`src/rtl/rv_id_decode_if.sv`:
```
// Fetch-to-decode and decode-to-EX beat signals for rv_id_decode.
// master: the fetch/EX side that offers beats and consumes decoded results.
// slave:  the decode stage itself.
interface rv_id_decode_if #(
  parameter int unsigned XLEN = 32
) ();

  // Fetch side
  logic            if_valid;
  logic            if_ready;
  logic [XLEN-1:0] if_pc;
  logic [XLEN-1:0] if_instr;

  // EX side
  logic            ex_valid;
  logic            ex_ready;
  logic [XLEN-1:0] ex_pc;
  logic [XLEN-1:0] ex_instr;
  logic [4:0]      ex_rs1_addr;
  logic [4:0]      ex_rs2_addr;
  logic [4:0]      ex_rd_addr;
  logic [31:0]     ex_imm;
  logic [2:0]      ex_funct3;
  logic            ex_funct7_r;
  logic [3:0]      ex_op_class;
  logic            ex_illegal;

  modport master (
    output if_valid, if_pc, if_instr, ex_ready,
    input  if_ready, ex_valid, ex_pc, ex_instr, ex_rs1_addr, ex_rs2_addr, ex_rd_addr,
    input  ex_imm, ex_funct3, ex_funct7_r, ex_op_class, ex_illegal
  );

  modport slave (
    input  if_valid, if_pc, if_instr, ex_ready,
    output if_ready, ex_valid, ex_pc, ex_instr, ex_rs1_addr, ex_rs2_addr, ex_rd_addr,
    output ex_imm, ex_funct3, ex_funct7_r, ex_op_class, ex_illegal
  );

endinterface

```
`src/rtl/rv_id_decode.sv`:
```
// RV32I instruction-decode stage with valid/ready handshake.
// Output pipeline register plus a one-entry skid buffer so if_ready comes straight from a flop.
// Optional illegal-instruction checking is enabled by defining RV_ID_ILLEGAL_CHK_EN; without it
// ex_illegal is tied 0 and unknown opcodes decode as the NOP class.
module rv_id_decode #(
  parameter int unsigned     XLEN      = 32,
  parameter logic [XLEN-1:0] NOP_INSTR = 32'h0000_0013
) (
  input  logic          clk,
  input  logic          rst_n,
  input  logic          flush,
  rv_id_decode_if.slave bus
);

  // Major opcodes
  localparam logic [6:0] OpcOp     = 7'b0110011;
  localparam logic [6:0] OpcOpImm  = 7'b0010011;
  localparam logic [6:0] OpcLoad   = 7'b0000011;
  localparam logic [6:0] OpcStore  = 7'b0100011;
  localparam logic [6:0] OpcBranch = 7'b1100011;
  localparam logic [6:0] OpcJal    = 7'b1101111;
  localparam logic [6:0] OpcJalr   = 7'b1100111;
  localparam logic [6:0] OpcLui    = 7'b0110111;
  localparam logic [6:0] OpcAuipc  = 7'b0010111;
  localparam logic [6:0] OpcFence  = 7'b0001111;
  localparam logic [6:0] OpcSystem = 7'b1110011;

  // Operation classes seen by EX
  localparam logic [3:0] ClsOp      = 4'd0;
  localparam logic [3:0] ClsOpImm   = 4'd1;
  localparam logic [3:0] ClsLoad    = 4'd2;
  localparam logic [3:0] ClsStore   = 4'd3;
  localparam logic [3:0] ClsBranch  = 4'd4;
  localparam logic [3:0] ClsJal     = 4'd5;
  localparam logic [3:0] ClsJalr    = 4'd6;
  localparam logic [3:0] ClsLui     = 4'd7;
  localparam logic [3:0] ClsAuipc   = 4'd8;
  localparam logic [3:0] ClsNop     = 4'd9;
  localparam logic [3:0] ClsIllegal = 4'd15;

  typedef struct packed {
    logic [XLEN-1:0] pc;
    logic [XLEN-1:0] instr;
    logic [4:0]      rs1;
    logic [4:0]      rs2;
    logic [4:0]      rd;
    logic [31:0]     imm;
    logic [2:0]      funct3;
    logic            funct7_r;
    logic [3:0]      op_class;
    logic            illegal;
  } beat_t;

  // Contents of an empty output/skid slot
  localparam beat_t Bubble = '{instr: NOP_INSTR, default: '0};

  typedef enum logic [1:0] {StEmpty, StFull, StSkid} state_e;

  state_e state_q, state_d;
  beat_t  out_q, out_d;
  beat_t  skid_q, skid_d;
  logic   if_ready_q, if_ready_d;

  logic   accept, retire, ex_valid;
  beat_t  dec;

  logic [31:0] ins;
  logic [6:0]  opcode;
  logic [2:0]  f3;
  logic [6:0]  f7;
  logic [31:0] imm_i, imm_sh, imm_s, imm_b, imm_u, imm_j;
  logic [3:0]  cls;
  logic [31:0] imm;
  logic        f7r;
  logic        ill;

  assign ins    = bus.if_instr[31:0];
  assign opcode = ins[6:0];
  assign f3     = ins[14:12];
  assign f7     = ins[31:25];

  assign imm_i  = {{20{ins[31]}}, ins[31:20]};
  assign imm_sh = {27'b0, ins[24:20]};
  assign imm_s  = {{20{ins[31]}}, ins[31:25], ins[11:7]};
  assign imm_b  = {{19{ins[31]}}, ins[31], ins[7], ins[30:25], ins[11:8], 1'b0};
  assign imm_u  = {ins[31:12], 12'b0};
  assign imm_j  = {{11{ins[31]}}, ins[31], ins[19:12], ins[20], ins[30:21], 1'b0};

  // Combinational decode of the beat currently offered by fetch
  always_comb begin
    cls = ClsNop;
    imm = '0;
    f7r = 1'b0;
    ill = 1'b0;
    case (opcode)
      OpcOp: begin
        cls = ClsOp;
        f7r = ins[30];
        ill = !((f7 == 7'b0000000) ||
                ((f7 == 7'b0100000) && ((f3 == 3'b000) || (f3 == 3'b101))));
      end
      OpcOpImm: begin
        cls = ClsOpImm;
        if (f3 == 3'b001) begin
          imm = imm_sh;
          ill = (f7 != 7'b0000000);
        end else if (f3 == 3'b101) begin
          imm = imm_sh;
          f7r = ins[30];
          ill = !((f7 == 7'b0000000) || (f7 == 7'b0100000));
        end else begin
          imm = imm_i;
        end
      end
      OpcLoad: begin
        cls = ClsLoad;
        imm = imm_i;
        ill = (f3 == 3'b011) || (f3 == 3'b110) || (f3 == 3'b111);
      end
      OpcStore: begin
        cls = ClsStore;
        imm = imm_s;
        ill = (f3 > 3'b010);
      end
      OpcBranch: begin
        cls = ClsBranch;
        imm = imm_b;
        ill = (f3 == 3'b010) || (f3 == 3'b011);
      end
      OpcJal: begin
        cls = ClsJal;
        imm = imm_j;
      end
      OpcJalr: begin
        cls = ClsJalr;
        imm = imm_i;
        ill = (f3 != 3'b000);
      end
      OpcLui: begin
        cls = ClsLui;
        imm = imm_u;
      end
      OpcAuipc: begin
        cls = ClsAuipc;
        imm = imm_u;
      end
      OpcFence, OpcSystem: cls = ClsNop;
      default: begin
        cls = ClsNop;
        ill = 1'b1;
      end
    endcase
`ifdef RV_ID_ILLEGAL_CHK_EN
    // Compressed/invalid length encodings never match a 32-bit opcode, but flag them explicitly
    if (ins[1:0] != 2'b11) ill = 1'b1;
    if (ill) begin
      cls = ClsIllegal;
      imm = '0;
      f7r = 1'b0;
    end
`else
    ill = 1'b0;
`endif

    dec          = Bubble;
    dec.pc       = bus.if_pc;
    dec.instr    = bus.if_instr;
    dec.rs1      = ins[19:15];
    dec.rs2      = ins[24:20];
    dec.imm      = imm;
    dec.funct3   = f3;
    dec.funct7_r = f7r;
    dec.op_class = cls;
    dec.illegal  = ill;
    // Classes that never write a register carry rd=0 so EX needs no extra qualification
    if ((cls == ClsStore) || (cls == ClsBranch) || (cls == ClsNop) || (cls == ClsIllegal)) begin
      dec.rd = 5'd0;
    end else begin
      dec.rd = ins[11:7];
    end
  end

  assign ex_valid = (state_q != StEmpty);
  assign accept   = bus.if_valid & if_ready_q;
  assign retire   = ex_valid & bus.ex_ready;

  // Next-state for the output register / skid buffer pair
  always_comb begin
    state_d    = state_q;
    out_d      = out_q;
    skid_d     = skid_q;
    if_ready_d = if_ready_q;
    if (flush) begin
      // Any retire this cycle has already been taken by EX; everything else is dropped
      state_d    = StEmpty;
      out_d      = Bubble;
      skid_d     = Bubble;
      if_ready_d = 1'b1;
    end else begin
      unique case (state_q)
        StEmpty: begin
          if (accept) begin
            state_d = StFull;
            out_d   = dec;
          end
        end
        StFull: begin
          if (accept && !retire) begin
            state_d    = StSkid;
            skid_d     = dec;
            if_ready_d = 1'b0;
          end else if (retire && !accept) begin
            state_d = StEmpty;
            out_d   = Bubble;
          end else if (retire && accept) begin
            out_d = dec;
          end
        end
        StSkid: begin
          if (retire) begin
            state_d    = StFull;
            out_d      = skid_q;
            skid_d     = Bubble;
            if_ready_d = 1'b1;
          end
        end
        default: begin
          state_d    = StEmpty;
          out_d      = Bubble;
          skid_d     = Bubble;
          if_ready_d = 1'b1;
        end
      endcase
    end
  end

  // State, output register, skid buffer and registered if_ready
  always_ff @(posedge clk or negedge rst_n) begin
    if (!rst_n) begin
      state_q    <= StEmpty;
      out_q      <= Bubble;
      skid_q     <= Bubble;
      if_ready_q <= 1'b1;
    end else begin
      state_q    <= state_d;
      out_q      <= out_d;
      skid_q     <= skid_d;
      if_ready_q <= if_ready_d;
    end
  end

  assign bus.if_ready    = if_ready_q;
  assign bus.ex_valid    = ex_valid;
  assign bus.ex_pc       = out_q.pc;
  assign bus.ex_instr    = ex_valid ? out_q.instr : NOP_INSTR;
  assign bus.ex_rs1_addr = out_q.rs1;
  assign bus.ex_rs2_addr = out_q.rs2;
  assign bus.ex_rd_addr  = out_q.rd;
  assign bus.ex_imm      = out_q.imm;
  assign bus.ex_funct3   = out_q.funct3;
  assign bus.ex_funct7_r = out_q.funct7_r;
  assign bus.ex_op_class = out_q.op_class;
  assign bus.ex_illegal  = out_q.illegal;

endmodule

```
`src/flat_wrapper.sv`:
```
// flat-port wrapper written by rule: the top's interface ports become plain ports
module rv_id_decode_flat 
#(
  parameter int unsigned     XLEN      = 32,
  parameter logic [XLEN-1:0] NOP_INSTR = 32'h0000_0013
)
  (clk, rst_n, flush, bus_if_valid, bus_if_pc, bus_if_instr, bus_ex_ready, bus_if_ready, bus_ex_valid, bus_ex_pc, bus_ex_instr, bus_ex_rs1_addr, bus_ex_rs2_addr, bus_ex_rd_addr, bus_ex_imm, bus_ex_funct3, bus_ex_funct7_r, bus_ex_op_class, bus_ex_illegal);
  rv_id_decode_if #(.XLEN(XLEN)) bus_i ();
  input  logic clk;
  input  logic rst_n;
  input  logic flush;
  input wire logic [$bits(bus_i.if_valid)-1:0] bus_if_valid;
  input wire logic [$bits(bus_i.if_pc)-1:0] bus_if_pc;
  input wire logic [$bits(bus_i.if_instr)-1:0] bus_if_instr;
  input wire logic [$bits(bus_i.ex_ready)-1:0] bus_ex_ready;
  output wire logic [$bits(bus_i.if_ready)-1:0] bus_if_ready;
  output wire logic [$bits(bus_i.ex_valid)-1:0] bus_ex_valid;
  output wire logic [$bits(bus_i.ex_pc)-1:0] bus_ex_pc;
  output wire logic [$bits(bus_i.ex_instr)-1:0] bus_ex_instr;
  output wire logic [$bits(bus_i.ex_rs1_addr)-1:0] bus_ex_rs1_addr;
  output wire logic [$bits(bus_i.ex_rs2_addr)-1:0] bus_ex_rs2_addr;
  output wire logic [$bits(bus_i.ex_rd_addr)-1:0] bus_ex_rd_addr;
  output wire logic [$bits(bus_i.ex_imm)-1:0] bus_ex_imm;
  output wire logic [$bits(bus_i.ex_funct3)-1:0] bus_ex_funct3;
  output wire logic [$bits(bus_i.ex_funct7_r)-1:0] bus_ex_funct7_r;
  output wire logic [$bits(bus_i.ex_op_class)-1:0] bus_ex_op_class;
  output wire logic [$bits(bus_i.ex_illegal)-1:0] bus_ex_illegal;
  assign bus_i.if_valid = bus_if_valid;
  assign bus_i.if_pc = bus_if_pc;
  assign bus_i.if_instr = bus_if_instr;
  assign bus_i.ex_ready = bus_ex_ready;
  assign bus_if_ready = bus_i.if_ready;
  assign bus_ex_valid = bus_i.ex_valid;
  assign bus_ex_pc = bus_i.ex_pc;
  assign bus_ex_instr = bus_i.ex_instr;
  assign bus_ex_rs1_addr = bus_i.ex_rs1_addr;
  assign bus_ex_rs2_addr = bus_i.ex_rs2_addr;
  assign bus_ex_rd_addr = bus_i.ex_rd_addr;
  assign bus_ex_imm = bus_i.ex_imm;
  assign bus_ex_funct3 = bus_i.ex_funct3;
  assign bus_ex_funct7_r = bus_i.ex_funct7_r;
  assign bus_ex_op_class = bus_i.ex_op_class;
  assign bus_ex_illegal = bus_i.ex_illegal;
  rv_id_decode #(.XLEN(XLEN), .NOP_INSTR(NOP_INSTR)) u_core (.clk(clk), .rst_n(rst_n), .flush(flush), .bus(bus_i));
endmodule
```
`config.mk`:
```
export PLATFORM = sky130hd
export DESIGN_NAME = rv_id_decode_flat
export DESIGN_NICKNAME = d
export VERILOG_FILES = /design/src/rtl/rv_id_decode_if.sv /design/src/rtl/rv_id_decode.sv /design/src/flat_wrapper.sv
export SDC_FILE = /design/constraint.sdc
export NUM_CORES = 1
export LEC_CHECK = 0
export ABC_AREA = 0
export CAP_MARGIN = 10
export CORE_MARGIN = 4
export CORE_UTILIZATION = 51
export CTS_CLUSTER_DIAMETER = 80
export CTS_CLUSTER_SIZE = 24
export DETAILED_ROUTE_END_ITERATION = 7
export GPL_ROUTABILITY_DRIVEN = 0
export GPL_TIMING_DRIVEN = 1
export PLACE_DENSITY = 0.77
export SETUP_SLACK_MARGIN = 0.15
export SLEW_MARGIN = 20
export SYNTH_ARGS = -nofsm -noshare
export SYNTH_HDL_FRONTEND = slang
export SYNTH_SLANG_ARGS = --single-unit
```
`constraint.sdc`:
```
create_clock -name clk -period 3.2 [get_ports clk]
set_clock_uncertainty 0.15 [all_clocks]
set_input_delay 0.64 -clock clk [delete_from_list [all_inputs] [get_ports clk]]
set_output_delay 0.64 -clock clk [all_outputs]
set_load 0.05 [all_outputs]
```
==> impl_metrics.yaml, run 1 <==
run_status:
  status: "completed"
clock_network:
  htree_levels: 1
  cts_tree: "yes"
  cts_hold_buffers: 0
  cts_resized: 0
  clockBufferDepth: 3
  cts-root-buf: "clkbuf_16"
  clk-insertion-delay-late_ns: 0.47
  clock_sinks: 215
  post_cts_buffers: 0
  cts_buffers: 13
  cts.clk_slew.worst_paths_ns: 0.10
timing:
  post-route-period-util_pct: 91.8
  worst_pin_slew_ns: 0.767
  rsz0062_at_grt: "no"
  slew_violations: 0
  slew_headroom_pct: 48.7
  max_freq_mhz: 340
  hold_viol: 0
  setup_viol: 0
  period_needed_ns: 2.94
  finalSetupTns_ns: 0
place:
  place.port_buffers: 189
  dp_hpwl_um: 17900
  place_area_um2: 11600
floorplan:
  die-area_um2: 22000
  core_area_um2: 19400
  io_pins: 191
  die_h_um: 148
  die_x_um: 148
  start_util_pct: 51.8
  std_cell_rows: 51
drt:
  drc: 0
  vias: 7771
  drt_pre_antenna_iters: 7
  detail-route-antenna-nets: 0
  wl_per_cell_um: 20.3
  finalWirelength_um: 26400
  vias_per_cell: 5.97
  drtIter0Drc: 826
power_and_ir_drop:
  leakage_uw: 0.00538
  power_density_nw_per_um2: 501
  peakVddDrop_uv: 297
synthesis:
  synth_flop_cell: "dfrtp_1"
  yosysUniqueCellTypes: 53
  synth_edf_count: 0
  yosysTopAreaCellShare_pct: 51.8
  syn_area_per_cell_um2: 10.5
  ys_seq_elements: 215
  synth_area_leaders: "dfrtp_1, a22o_1, buf_4"
  yosysTopAreaCell: "dfrtp_1"
  synth_most_common_cell: "dfrtp_1"
  syn_nets: 1027
  syn-cell-area_um2: 10000
  synth_seq_area_share_pct: 53.6
  synthArstFlopShare_pct: 100
  synthTopCellsByCount: "dfrtp_1, nand2_1, buf_4, a22o_1"
  ys.warnings.count: 0
  syn_inst: 956
final_layout:
  final_area_um2: 12000
  synthToLayoutAreaGrowth_pct: 19.2
  insertedDiodeCount: 0
  drive_gt1_share_pct: 11.1
  layout.nets: 1105
worst_setup_path:
  critical_path_required_ns: 2.41
  worstPathArrival_ns: 2.15
  crit_type: "flip-flop to output port"
  end_kind: "output port"
  worst_setup_path_start_kind: "flip-flop"
  crit_fanout: 33
  reg2reg_depth: 8
  ff2ff_setup_slack_ns: 0.50
global_route:
  grt_pass1_vias: 7602
  grt_usage_pct: 23.7
  grt_max_degree: 72
  grt_pass1_wl_um: 42200
  globalRouteOverflowTotal: 0
  antenna_found_initial: 0
flow_run:
  maxCapViolCount: 0
min_path:
  holdCritPathClass: "primary input to async pin"
-- power by group --
part | internal, uW | switching (uW) | total, uW
registers | 2880 | 106 | 2980
logic | 456 | 906 | 1360
clock network | 775 | 883 | 1660
-- path summary, 6_finish.rpt --
path                                               startpoint                               endpoint
worst min register to register   u_core.out_q[82]$_DFFE_PN0P_           u_core.out_q[82]$_DFFE_PN0P_
max in group asynchronous                               rst_n  u_core.bus.ex_rs2_addr[2]$_DFFE_PN0P_
worst min-delay path                                    rst_n      u_core.bus.ex_imm[16]$_DFFE_PN0P_
worst max-delay path            u_core.state_q[0]$_DFFE_PN0P_                        bus_ex_instr[9]
worst max register to register  u_core.state_q[0]$_DFFE_PN0P_       u_core.bus.ex_pc[29]$_DFFE_PN0P_
min in group clk                 u_core.out_q[82]$_DFFE_PN0P_           u_core.out_q[82]$_DFFE_PN0P_
-- registers in the layout (all words and copies together), names as in the netlist, 2 cells and up --
register                count
u_core.bus.ex_pc           32
u_core.bus.ex_rs2_addr      4
u_core.out_q               22
u_core.bus.ex_rd_addr       5
u_core.bus.ex_op_class      4
u_core.bus.ex_funct3        2
u_core.skid_q             106
u_core.bus.ex_imm          32
u_core.state_q              2
u_core.bus.ex_rs1_addr      4
-- stage by stage --
stage | std cells | power (uW) | utilization [%] | setup slack (ns) | hold WS, ns
after floorplan | 956 | 3940 | - | 0.153 | 0.194
after global placement | 1284 | 4390 | 59.8 | 0.263 | 0.303
after detailed placement | 1284 | 4400 | 59.8 | 0.216 | 0.312
after CTS | 1302 | 6060 | 61.7 | 0.265 | 0.0495
after global routing | 1302 | 6260 | 61.7 | 0.163 | 0.0724
final | 1302 | 6010 | 61.7 | 0.261 | 0.0314
-- routing by layer --
layer  wire (um)  vias up  track usage, %
li1            -     3529               -
met1       11300     3895            34.5
met2       12600      310            37.8
met3        1850       37            3.60
met4         642        0            6.19
met5           0        -               0
-- area by class of cell --
class                   instances  area, um^2
well taps                     265         332
flip-flops and latches        215        5390
repair buffers                227        2210
inverters                      11        41.3
fillers                      1592        7420
clock inverters                 4        31.3
multi-input cells             566        3630
clock buffers                  14         339
-- logic make-up (layout without fill, tap and decap cells) --
logic type,count (synthesis),count (layout),synth area share [%]
AOI/OAI and AO/OA,359,359,25.4
xor gates and xnor gates,1,1,0.0872
adders and majority gates,2,2,0.249
buffers and inverters,175,256,10.7
DFF,215,215,53.6
muxes,1,1,0.0996
other,1,1,0.0373
and+or+nand+nor,202,202,9.81
-- critical path: stages (launching register included) --
cell and delay, ns:
dfrtp_1 0.69, or2_2 0.22, buf_4 0.33, and2_1 0.23, buf_4 0.21
-- cell usage in the layout (no fill, tap or decap), types with 2 or more instances in the layout --
| master | count |
|---|---|
| a221o_1 | 24 |
| nor3b_1 | 2 |
| or2_2 | 3 |
| clkinvlp_4 | 3 |
| ha_1 | 2 |
| and2_1 | 34 |
| nand2b_1 | 4 |
| nor2_1 | 14 |
| o22a_1 | 3 |
| a211oi_1 | 5 |
| a21oi_1 | 36 |
| nor3_1 | 4 |
| a22oi_1 | 82 |
| a22o_1 | 84 |
| nor2_2 | 2 |
| clkdlybuf4s50_1 | 155 |
| a21o_1 | 11 |
| o21ai_0 | 82 |
| buf_4 | 62 |
| nand3_1 | 3 |
| nand3b_1 | 3 |
| dfstp_2 | 7 |
| inv_1 | 11 |
| o32ai_1 | 2 |
| nand2_1 | 110 |
| nor2b_1 | 7 |
| clkbuf_16 | 13 |
| nor3_2 | 2 |
| a222oi_1 | 4 |
| nor4_1 | 2 |
| a21oi_4 | 2 |
| buf_12 | 9 |
| o21ai_1 | 16 |
| clkbuf_8 | 2 |
| dfrtp_1 | 208 |
No activity file was read; power rests on OpenSTA's default activity.
==> run 2, diff against run 1 <==
--- a/config.mk
+++ b/config.mk
@@ -7,13 +7,11 @@
 export LEC_CHECK = 0
 export ABC_AREA = 0
 export CAP_MARGIN = 10
-export CORE_MARGIN = 4
 export CORE_UTILIZATION = 51
 export CTS_CLUSTER_DIAMETER = 80
 export CTS_CLUSTER_SIZE = 24
 export DETAILED_ROUTE_END_ITERATION = 7
 export GPL_ROUTABILITY_DRIVEN = 0
-export GPL_TIMING_DRIVEN = 1
 export PLACE_DENSITY = 0.77
 export SETUP_SLACK_MARGIN = 0.15
 export SLEW_MARGIN = 20
==> constraint.sdc (replaced) <==
create_clock -name clk -period 3.2 [get_ports clk]
set_clock_uncertainty 0.15 [all_clocks]
set_input_delay 0.64 -clock clk [delete_from_list [all_inputs] [get_ports clk]]
set_output_delay 0.64 -clock clk [all_outputs]
set_load 0.01 [all_outputs]
==> run 2 against run 1 <==
Effect of this change: non-clock buffer count decreased by 1; utilization increased by 1.5 points; clock power about the same; via count increased by 0.73%; clock-buffer cell count increased by 1; hold slack improved by 0.0011 ns; fmax increased by 0.42%; sequential cell count unchanged; die area decreased by 7.9%; wire length decreased by 0.71%; critical path type unchanged.
==> impl_metrics.yaml, run 2 (same netlist as run 1, synthesis figures left out) <==
final_layout:
  multiInputGateArea_um2: 3630
  layout_commonest_cell: "dfrtp_1"
  regMostFlops: "u_core.skid_q"
  mostFrequentLayoutCells: "dfrtp_1, clkdlybuf4s50_1, nand2_1"
  layout.nets: 1104
  regArea_um2: 5390
  fill_cells: 1597
  largest_reg_flops: 106
  final_area_um2: 12000
  insertedDiodeCount: 0
  drive_gt1_share_pct: 7.81
  fin_util_pct: 63.2
  synthToLayoutAreaGrowth_pct: 19.7
timing:
  fin_ws_ns: 0.274
  setup_viol: 0
  worst_pin_slew_ns: 0.764
  finalSetupTns_ns: 0
  rsz0062_at_grt: "no"
  slew_violations: 0
  hold_viol: 0
  period_needed_ns: 2.93
  slew_headroom_pct: 48.9
  post-route-period-util_pct: 91.5
  max_freq_mhz: 342
power_and_ir_drop:
  leakage_uw: 0.00533
  power_density_nw_per_um2: 474
  finalPower_uw: 5710
  peakVddDrop_uv: 282
clock_network:
  htree_levels: 1
  clock_sinks: 215
  clockBufferDepth: 3
  cts_hold_buffers: 0
  cts-root-buf: "clkbuf_16"
  cts_buffers: 13
  cts_resized: 0
  clk-insertion-delay-late_ns: 0.47
  cts.clk_slew.worst_paths_ns: 0.09
  cts_tree: "yes"
  post_cts_buffers: 0
drt:
  drt_pre_antenna_iters: 5
  finalWirelength_um: 26300
  vias: 7828
  wl_per_cell_um: 20.2
  vias_per_cell: 6.04
  drc: 0
  drtIter0Drc: 606
  detail-route-antenna-nets: 0
worst_setup_path:
  crit_fanout: 33
  worst_setup_path_start_kind: "flip-flop"
  crit_chain: "or2_2, buf_4, and2_1, clkdlybuf4s50_1"
  critical_path_required_ns: 2.41
  cpMaxStageDelayCell: "clkdlybuf4s50_1"
  crit_type: "flip-flop to output port"
  worstPathArrival_ns: 2.14
  cp_slowest_stage_delay_ns: 0.51
  end_kind: "output port"
min_path:
  holdCritPathClass: "primary input to async pin"
place:
  dp_hpwl_um: 17500
  dp_slack_ns: 0.147
  place_area_um2: 11700
  place.port_buffers: 189
floorplan:
  die_h_um: 142
  core_area_um2: 19000
  die-area_um2: 20300
  io_pins: 191
  start_util_pct: 52.8
  std_cell_rows: 50
  die_x_um: 142
global_route:
  grt_usage_pct: 26.3
  grt_pass1_wl_um: 41700
  grt_max_degree: 82
  antenna_found_initial: 0
  grt_pass1_vias: 7674
  globalRouteOverflowTotal: 0
run_status:
  status: "completed"
flow_run:
  maxCapViolCount: 0
[run 2: cell count changes in the layout (fill, tap and decap cells not counted), sizes merged]
cell | previous run | this run
clkinvlp | 3 | 0
clkbuf | 15 | 16
clkdlybuf4s50 | 155 | 188
buf | 71 | 37
clkinv | 0 | 3
[run 2: final timing paths]
kind,startpoint,endpoint,slack (ns),depth (start not counted)
setup reg to reg,u_core.state_q[0]$_DFFE_PN0P_,u_core.bus.ex_pc[16]$_DFFE_PN0P_,0.64,8
hold / removal,rst_n,u_core.bus.ex_rd_addr[2]$_DFFE_PN0P_,0.03,1
max in group asynchronous,rst_n,u_core.skid_q[60]$_DFFE_PN1P_,2.02,2
min in group clk,u_core.out_q[57]$_DFFE_PN1P_,u_core.out_q[57]$_DFFE_PN1P_,0.33,2
hold reg to reg,u_core.out_q[57]$_DFFE_PN1P_,u_core.out_q[57]$_DFFE_PN1P_,0.33,2
setup / recovery,u_core.state_q[0]$_DFFE_PN0P_,bus_ex_instr[3],0.27,4
[run 2: per-layer routing]
metal	track usage, %	part of all wire (%)
met5	0	0
met4	7.64	2.3
met3	3.73	7.1
met2	43.3	49
met1	36.1	42
[run 2: layout make-up]
class	count	area share [%]
clock buffers	15	2.85
clock inverters	4	0.260
inverters	11	0.343
multi-input cells	566	30.2
flip-flops and latches	215	44.8
well taps	260	2.71
repair buffers	226	18.8
[run 2: through the flow]
step / cells / hold WS [ns]
6_report: 1297 / 0.0325
5_1_grt: 1297 / 0.0766
4_1_cts: 1297 / 0.0627
3_5_place_dp: 1278 / 0.314
3_3_place_gp: 1278 / 0.304
2_1_floorplan: 956 / 0.194
[run 2: report_power, final]
part,internal (uW),total (uW),switching [uW]
clock,783,1690,907
combinational,464,1030,570
sequential,2880,2980,102
[run 2: worst max-delay path, delay by kind of cell (launching register included)]
kind / cells / cell delay [ns]
buffers and inverters: 2 / 0.76
AND/OR/NAND/NOR: 2 / 0.52
flip-flops: 1 / 0.38
